===== src/rtl/deser_8b_if.sv =====
// deser_8b bus bundle.
// Serial input, frame control and byte output handshake.
interface deser_8b_if;
    logic       start;
    logic       bit_en;
    logic       datain_s;
    logic       msb_first;
    logic       rd_ready;
    logic [7:0] regout;
    logic       out_valid;
    logic       busy;
    logic       overrun;

    modport master (
        output start, bit_en, datain_s, msb_first, rd_ready,
        input  regout, out_valid, busy, overrun
    );

    modport slave (
        input  start, bit_en, datain_s, msb_first, rd_ready,
        output regout, out_valid, busy, overrun
    );
endinterface


===== src/rtl/deser_8b.sv =====
// deser_8b: 8-bit serial-to-parallel converter.
// Gapped bit input, selectable bit order, sticky overrun.
module deser_8b (
    input  logic       clk,
    input  logic       rst,
    deser_8b_if.slave  bus
);

    typedef enum logic {IDLE, RECV} state_t;

    state_t     state_q, state_d;
    logic [3:0] cnt_q, cnt_d, cnt_base;
    logic [7:0] shift_q, shift_d, base, shifted;
    logic       dir_q, dir_d, sh_dir;
    logic       take, done;
    logic [7:0] regout_q;
    logic       out_valid_q, overrun_q;

    // Next frame state; a start always rebuilds the frame from zero.
    always_comb begin
        state_d  = state_q;
        dir_d    = dir_q;
        base     = shift_q;
        cnt_base = cnt_q;
        sh_dir   = dir_q;
        take     = 1'b0;
        if (bus.start) begin
            state_d  = RECV;
            dir_d    = bus.msb_first;
            base     = 8'h00;
            cnt_base = 4'd0;
            sh_dir   = bus.msb_first;
            take     = bus.bit_en;
        end else begin
            take = (state_q == RECV) && bus.bit_en;
        end
        shifted = sh_dir ? {base[6:0], bus.datain_s}
                         : {bus.datain_s, base[7:1]};
        shift_d = take ? shifted : base;
        cnt_d   = take ? cnt_base + 4'd1 : cnt_base;
        done    = take && (cnt_base == 4'd7);
        if (done) begin
            state_d = IDLE;
        end
    end

    // Frame state registers.
    always_ff @(posedge clk) begin
        if (rst) begin
            state_q <= IDLE;
            cnt_q   <= 4'd0;
            shift_q <= 8'h00;
            dir_q   <= 1'b0;
        end else begin
            state_q <= state_d;
            cnt_q   <= cnt_d;
            shift_q <= shift_d;
            dir_q   <= dir_d;
        end
    end

    // Output byte, valid handshake and sticky overrun.
    always_ff @(posedge clk) begin
        if (rst) begin
            regout_q    <= 8'h00;
            out_valid_q <= 1'b0;
            overrun_q   <= 1'b0;
        end else if (done) begin
            regout_q    <= shift_d;
            out_valid_q <= 1'b1;
            if (out_valid_q && !bus.rd_ready) begin
                overrun_q <= 1'b1;
            end
        end else if (out_valid_q && bus.rd_ready) begin
            out_valid_q <= 1'b0;
        end
    end

    assign bus.regout    = regout_q;
    assign bus.out_valid = out_valid_q;
    assign bus.busy      = (state_q == RECV);
    assign bus.overrun   = overrun_q;

endmodule


===== src/flat_wrapper.sv =====
// flat-port wrapper written by rule: the top's interface ports become plain ports
module deser_8b_flat 
  (clk, rst, bus_start, bus_bit_en, bus_datain_s, bus_msb_first, bus_rd_ready, bus_regout, bus_out_valid, bus_busy, bus_overrun);
  deser_8b_if bus_i ();
  input  logic clk;
  input  logic rst;
  input wire logic [$bits(bus_i.start)-1:0] bus_start;
  input wire logic [$bits(bus_i.bit_en)-1:0] bus_bit_en;
  input wire logic [$bits(bus_i.datain_s)-1:0] bus_datain_s;
  input wire logic [$bits(bus_i.msb_first)-1:0] bus_msb_first;
  input wire logic [$bits(bus_i.rd_ready)-1:0] bus_rd_ready;
  output wire logic [$bits(bus_i.regout)-1:0] bus_regout;
  output wire logic [$bits(bus_i.out_valid)-1:0] bus_out_valid;
  output wire logic [$bits(bus_i.busy)-1:0] bus_busy;
  output wire logic [$bits(bus_i.overrun)-1:0] bus_overrun;
  assign bus_i.start = bus_start;
  assign bus_i.bit_en = bus_bit_en;
  assign bus_i.datain_s = bus_datain_s;
  assign bus_i.msb_first = bus_msb_first;
  assign bus_i.rd_ready = bus_rd_ready;
  assign bus_regout = bus_i.regout;
  assign bus_out_valid = bus_i.out_valid;
  assign bus_busy = bus_i.busy;
  assign bus_overrun = bus_i.overrun;
  deser_8b u_core (.clk(clk), .rst(rst), .bus(bus_i));
endmodule

===== config.mk =====
export PLATFORM = sky130hd
export DESIGN_NAME = deser_8b_flat
export DESIGN_NICKNAME = d
export VERILOG_FILES = /design/src/rtl/deser_8b_if.sv /design/src/rtl/deser_8b.sv /design/src/flat_wrapper.sv
export SDC_FILE = /design/constraint.sdc
export NUM_CORES = 1
export LEC_CHECK = 0
export ABC_AREA = 1
export CAP_MARGIN = 25
export CORE_MARGIN = 8
export CORE_UTILIZATION = 50
export CTS_BUF_LIST = sky130_fd_sc_hd__clkbuf_4 sky130_fd_sc_hd__clkbuf_8
export DETAILED_ROUTE_END_ITERATION = 16
export PLACE_DENSITY = 0.78
export SYNTH_ARGS = -nofsm -noshare
export SYNTH_HDL_FRONTEND = slang
export SYNTH_SLANG_ARGS = --single-unit

===== constraint.sdc =====
create_clock -name clk -period 1.78 [get_ports clk]
set_input_delay 0.356 -clock clk [delete_from_list [all_inputs] [get_ports clk]]
set_output_delay 0.356 -clock clk [all_outputs]
set_load 0.01 [all_outputs]

**Yosys cells after proc, flatten, opt, wreduce, memory -nomap -nowiden**

Index checks and enable logic that the tools add are counted.

- Flip-flop bits (word level): 24
- Logic and storage cells: 26
- Output and inout bits: 11

- Reductions and logical operators: 8
- Eq/ne operators: 1
- Add/sub/neg operators: 1
- Mux-type cells: 9

Operator list:

| operator | number |
|---|---|
| 8-bit two-way mux | 3 |
| 4-bit two-way mux | 2 |
| 4-bit by 1-bit adder with 4-bit output, second input constant | 1 |
| 4-bit by 3-bit == test with 1-bit output, second input constant | 1 |
| 1-bit logical AND | 4 |
| 1-bit two-way mux | 4 |
| 2-bit AND reduction | 1 |
| 2-bit nonzero test | 1 |
| 2-bit OR reduction | 1 |
| 1-bit logical NOT | 1 |

**Logic depth before layout (Yosys ltp)**

- Depth after elaboration: 4
- Gate-level depth with buffers: 8
- Mapped depth without buffers: 8

**Worst setup path after synthesis**

Ideal clock, no wire load.

- Path type: input port to flip-flop
- Start: in bus_start
- End: reg u_core.overrun_q, in the netlist u_core.bus.overrun
- Stages on the path: 7
- Data arrival time: 1418 ps
- Buffers on the path: 1
- Required time: 1710 ps
- Path slack: 292 ps
- Library setup time: 70 ps
- Cells stage by stage: buf_6 nor2_1 ha_1 nand4_4 nor2_4 nand2_1 a21oi_1

- Longest elaborated chain between the ends: 4
- Elaborated cells on any way between the ends: 5
- Classes of those cells: eq/ne (1); mux (2); reduce/logical (2)

RTL lines:

| item | RTL line | text |
|---|---|---|
| start, declared | flat_wrapper.sv:7 | `input wire logic [$bits(bus_i.start)-1:0] bus_start;` |
| 4-bit two-way mux | deser_8b.sv:27 | `if (bus.start) begin` |
| 4-bit by 3-bit == test with 1-bit output | deser_8b.sv:41 | `done = take && (cnt_base == 4'd7);` |
| 1-bit logical AND * | deser_8b.sv:41 |  |
| 2-bit AND reduction (no source line) * | n/a |  |
| end signal, assigned | deser_8b.sv:67 | `overrun_q <= 1'b0;` |
| end signal, assigned | deser_8b.sv:72 | `overrun_q <= 1'b1;` |
| end, declared | deser_8b.sv:17 | `logic out_valid_q, overrun_q;` |

Mark *: on every way between the ends. The rest lies on a longest branch, timed or not.
A chain may end at the register's enable or synchronous reset.

**Final worst setup path**

- Start: reg u_core.state_q, in the netlist u_core.bus.busy
- End: out bus_busy

RTL lines:

| item | RTL line | text |
|---|---|---|
| start, declared | deser_8b.sv:11 | `state_t state_q, state_d;` |
| start signal, assigned | deser_8b.sv:55 | `state_q <= state_d;` |
| end, declared | flat_wrapper.sv:14 | `output wire logic [$bits(bus_i.busy)-1:0] bus_busy;` |

No word-level cell between the ends.

==> run summary <==
=================================================================================
Outcome                                                              finished clean
Post-synthesis sequential area ratio                                        41.8%
Site Rows                                                                      17
Clock Latency Late Sink                                                    320 ps
Switching portion of total power                                            23.9%
Logic gate share of total power                                             12.6%
Cell taking the most area after synthesis                            sky130_fd_sc_hd__dfxtp_1
Effective utilization at floorplan                                          52.4%
Largest net degree at the start of global routing                              27
Core area                                                             0.00219 mm²
Top area cells in the synthesized netlist                            sky130_fd_sc_hd__dfxtp_1 42%, sky130_fd_sc_hd__nand3_1 13%, sky130_fd_sc_hd__nand2_1 8.5%, sky130_fd_sc_hd__nor2_1 7.5%, sky130_fd_sc_hd__inv_1 6.5%
Type of element capturing the critical path                            output pin
WP depth                                                                        1
Antenna violations before repair                                                0
Top cell type's share of synthesized area                                   41.8%
Worst endpoint required time                                              1420 ps
Highest-count cells in the layout ignoring fill and taps             30 x sky130_fd_sc_hd__nand3_1, 26 x sky130_fd_sc_hd__nand2_1, 24 x sky130_fd_sc_hd__dfxtp_1
Largest driver fanout on the critical path                                      3
Number of vias in the routed layout                                         1,076
Capture instance of the worst register-to-register path              u_core.bus.regout[1]
Sum of overflow across all layers after global routing                          0
Least setup slack across all paths after layout                           68.2 ps
RD Place Congestion                                                         0.846
Global-route wire length before repair                                    4380 µm
Buffer cell driving the clock tree root                              sky130_fd_sc_hd__clkbuf_4
Number of inserted diodes                                                       0
Time the final worst path needs with I/O delays and setup                 1710 ps
Clock tree skew after final layout                                        4.47 ps
Portion of total power attributed to the clock network                      36.1%
First-pass DRT Iterations                                                       5
Worst-Margin Slew                                                          319 ps
Final nets                                                                    190
End of the critical path                                                 bus_busy
Count of final setup violators                                                  0
Final non-filler cell area                                            0.00145 mm²
Proportion of layout cells with a drive suffix above 1                      12.2%
Number of global-route vias before repair                                   1,008
Drt total wl                                                              2600 µm
Average routed wire per standard cell                                     12.4 µm
Die Y                                                                     63.9 µm
Net switching power                                                    0.000265 W
Final ANT Viol Nets                                                             0
Clock slew seen by the registers of the worst setup and hold paths         140 ps
Post-CTS Setup Repair Bufs                                                      0
Cells on worst reg2reg path                                                     6
Placed standard-cell area                                             0.00139 mm²
Setup TNS                                                                    0 ps
Minimum setup slack after placement                                       -244 ps
Worst-path cell chain                                                clkdlybuf4s50_1
Most common cell after layout, fill and taps aside                   sky130_fd_sc_hd__nand3_1
Data arrival, critical path                                               1360 ps
# clock sinks                                                                  24
Combined area of all synthesized cells                                0.00115 mm²
Clock buffer depth                                                              2
Power density over the cells                                           765 mW/mm²
Standby leakage power                                                    0.607 nW
Sequential share of power                                                   51.4%
Register bit count reported by yosys                                           24
Via density per instance                                                     5.15
Final Hold Violating Endpoints                                                  0
Highest ir drop seen on vdd                                              0.482 mV
Internal power contribution                                            0.000844 W
Hpwl dp                                                                   1720 µm
Initial DRC Count                                                              52
Post-synth cell types                                                          17
H-tree lvl count                                                                1
Worst hold path class                                                  reg -> reg
Type of the setup path with the least slack                            reg -> out
IO Port Bufs                                                                   17
Stage delay of the slowest cell on the critical path                       580 ps
Max_cap viols                                                                   0
Crit-path leading delay family                                       buffers and inverters
Synth warn                                                                      0
Net count of the mapped netlist                                               163
Horizontal die dimension                                                  63.9 µm
Highest clock frequency the design can meet                               584 MHz
Critical path origin                                                 u_core.bus.busy
RSZ-0062 raised after global routing                                           no
Layout Area Growth over Synthesis                                           26.3%
Total count of max-transition violations in the final report                    0
Period Utilization, post-route                                              96.2%
Number of clock buffers inserted by TritonCTS                                   3
Total global-route track usage                                              13.0%
Number of top-level pins                                                       18
Gate count of the mapped netlist                                              155
FF-to-FF Start                                                       u_core.cnt_q[0]
Worst hold slack across all endpoints                                      459 ps
Crit path buf inv count                                                         1
Post-route DRC                                                                  0
Reg-to-reg slack, setup                                                    270 ps
Die ar.                                                               0.00409 mm²
Worst rel slew slack                                                        78.7%
Crit start category                                                      register
Mean instance size in the synthesized netlist                            7.41 µm²
Slowest cell on the critical path                                    sky130_fd_sc_hd__clkdlybuf4s50_1
TritonCTS clock tree                                                         done
Final cell utilization of the core                                          66.2%
=================================================================================
worst min-delay path by stage:
stage	from	to	slack (ps)	cells after the start
floorplan	rst	u_core.bus.overrun	430	1
global placement	u_core.bus.overrun	u_core.bus.overrun	430	2
detailed placement	u_core.bus.overrun	u_core.bus.overrun	440	2
CTS	u_core.bus.overrun	u_core.bus.overrun	460	2
global route	u_core.bus.overrun	u_core.bus.overrun	490	2
finish	u_core.bus.overrun	u_core.bus.overrun	460	2
state kept, by name (all words and copies together), names as in the netlist:
register and flops:
u_core.bus.overrun 1, u_core.shift_q 8, u_core.bus.regout 8, u_core.bus.out_valid 1
u_core.dir_q 1, u_core.cnt_q 4, u_core.bus.busy 1
per-stage QoR:
stage	std cells	power, W
detailed placement	204	0.000717
global placement	204	0.000713
floorplan	155	0.000669
global route	209	0.00115
finish	209	0.00111
CTS	208	0.00111
layout make-up:
cell class                 count  area, µm²
sequential                    24        480
clock inverter                 1       30.0
inverter                      21       86.3
fill                         198        741
multi-input combinational    105        538
timing repair buffer          27        258
clock buffer                   3       22.5
tap                           28       35.0
Yosys cell counts:
library cell               n
sky130_fd_sc_hd__nand3_1  30
sky130_fd_sc_hd__nand2_1  26
sky130_fd_sc_hd__dfxtp_1  24
sky130_fd_sc_hd__nor2_1   23
sky130_fd_sc_hd__inv_1    20
sky130_fd_sc_hd__a21oi_1  12
sky130_fd_sc_hd__buf_6     4
sky130_fd_sc_hd__nor2_4    3
sky130_fd_sc_hd__o21ai_0   3
sky130_fd_sc_hd__buf_2     2
sky130_fd_sc_hd__o21ai_4   2
sky130_fd_sc_hd__a31oi_1   1
sky130_fd_sc_hd__ha_1      1
sky130_fd_sc_hd__inv_8     1
sky130_fd_sc_hd__nand4_1   1
sky130_fd_sc_hd__nand4_4   1
sky130_fd_sc_hd__o21ai_1   1
routing by layer:
| layer | wire length, µm | track usage (%) | part of all wire [%] | vias up |
|---|---|---|---|---|
| met2 | 1260 | 22.5 | 48 | 38 |
| met1 | 1110 | 13.9 | 43 | 483 |
| met4 | 28 | 5.85 | 1.1 | 0 |
| met3 | 199 | 4.36 | 7.7 | 4 |
| met5 | 0 | 0 | 0 | - |
| li1 | - | - | - | 551 |
what timing repair did:
| item | 4_1_cts | 5_1_grt |
|---|---|---|
| resized for setup | 0 | 1 |
| endpoints found under the hold margin | 0 | 0 |
| setup endpoints to repair | 0 | 1 |
| hold buffers | 0 | 0 |
power groups by stage:
stage | Clock (W) | Sequential (W) | Combinational (W)
floorplan | 0 | 0.000577 | 0.0000925
global placement | 0 | 0.000580 | 0.000132
detailed placement | 0 | 0.000581 | 0.000136
CTS | 0.000404 | 0.000569 | 0.000138
global route | 0.000424 | 0.000572 | 0.000155
finish | 0.000400 | 0.000570 | 0.000139
cells by family (layout without fill, tap and decap cells):
logic type / count (synthesis) / after routing / share of synthesized area, %
AND/OR/NAND/NOR: 84 / 85 / 34.4
buffers and inverters: 27 / 52 / 12.3
flip-flops: 24 / 24 / 41.8
adder cells (fa/ha/maj): 1 / 1 / 1.09
AO/OA/AOI/OAI: 19 / 19 / 10.3
Power figures use the tool's default switching activity.
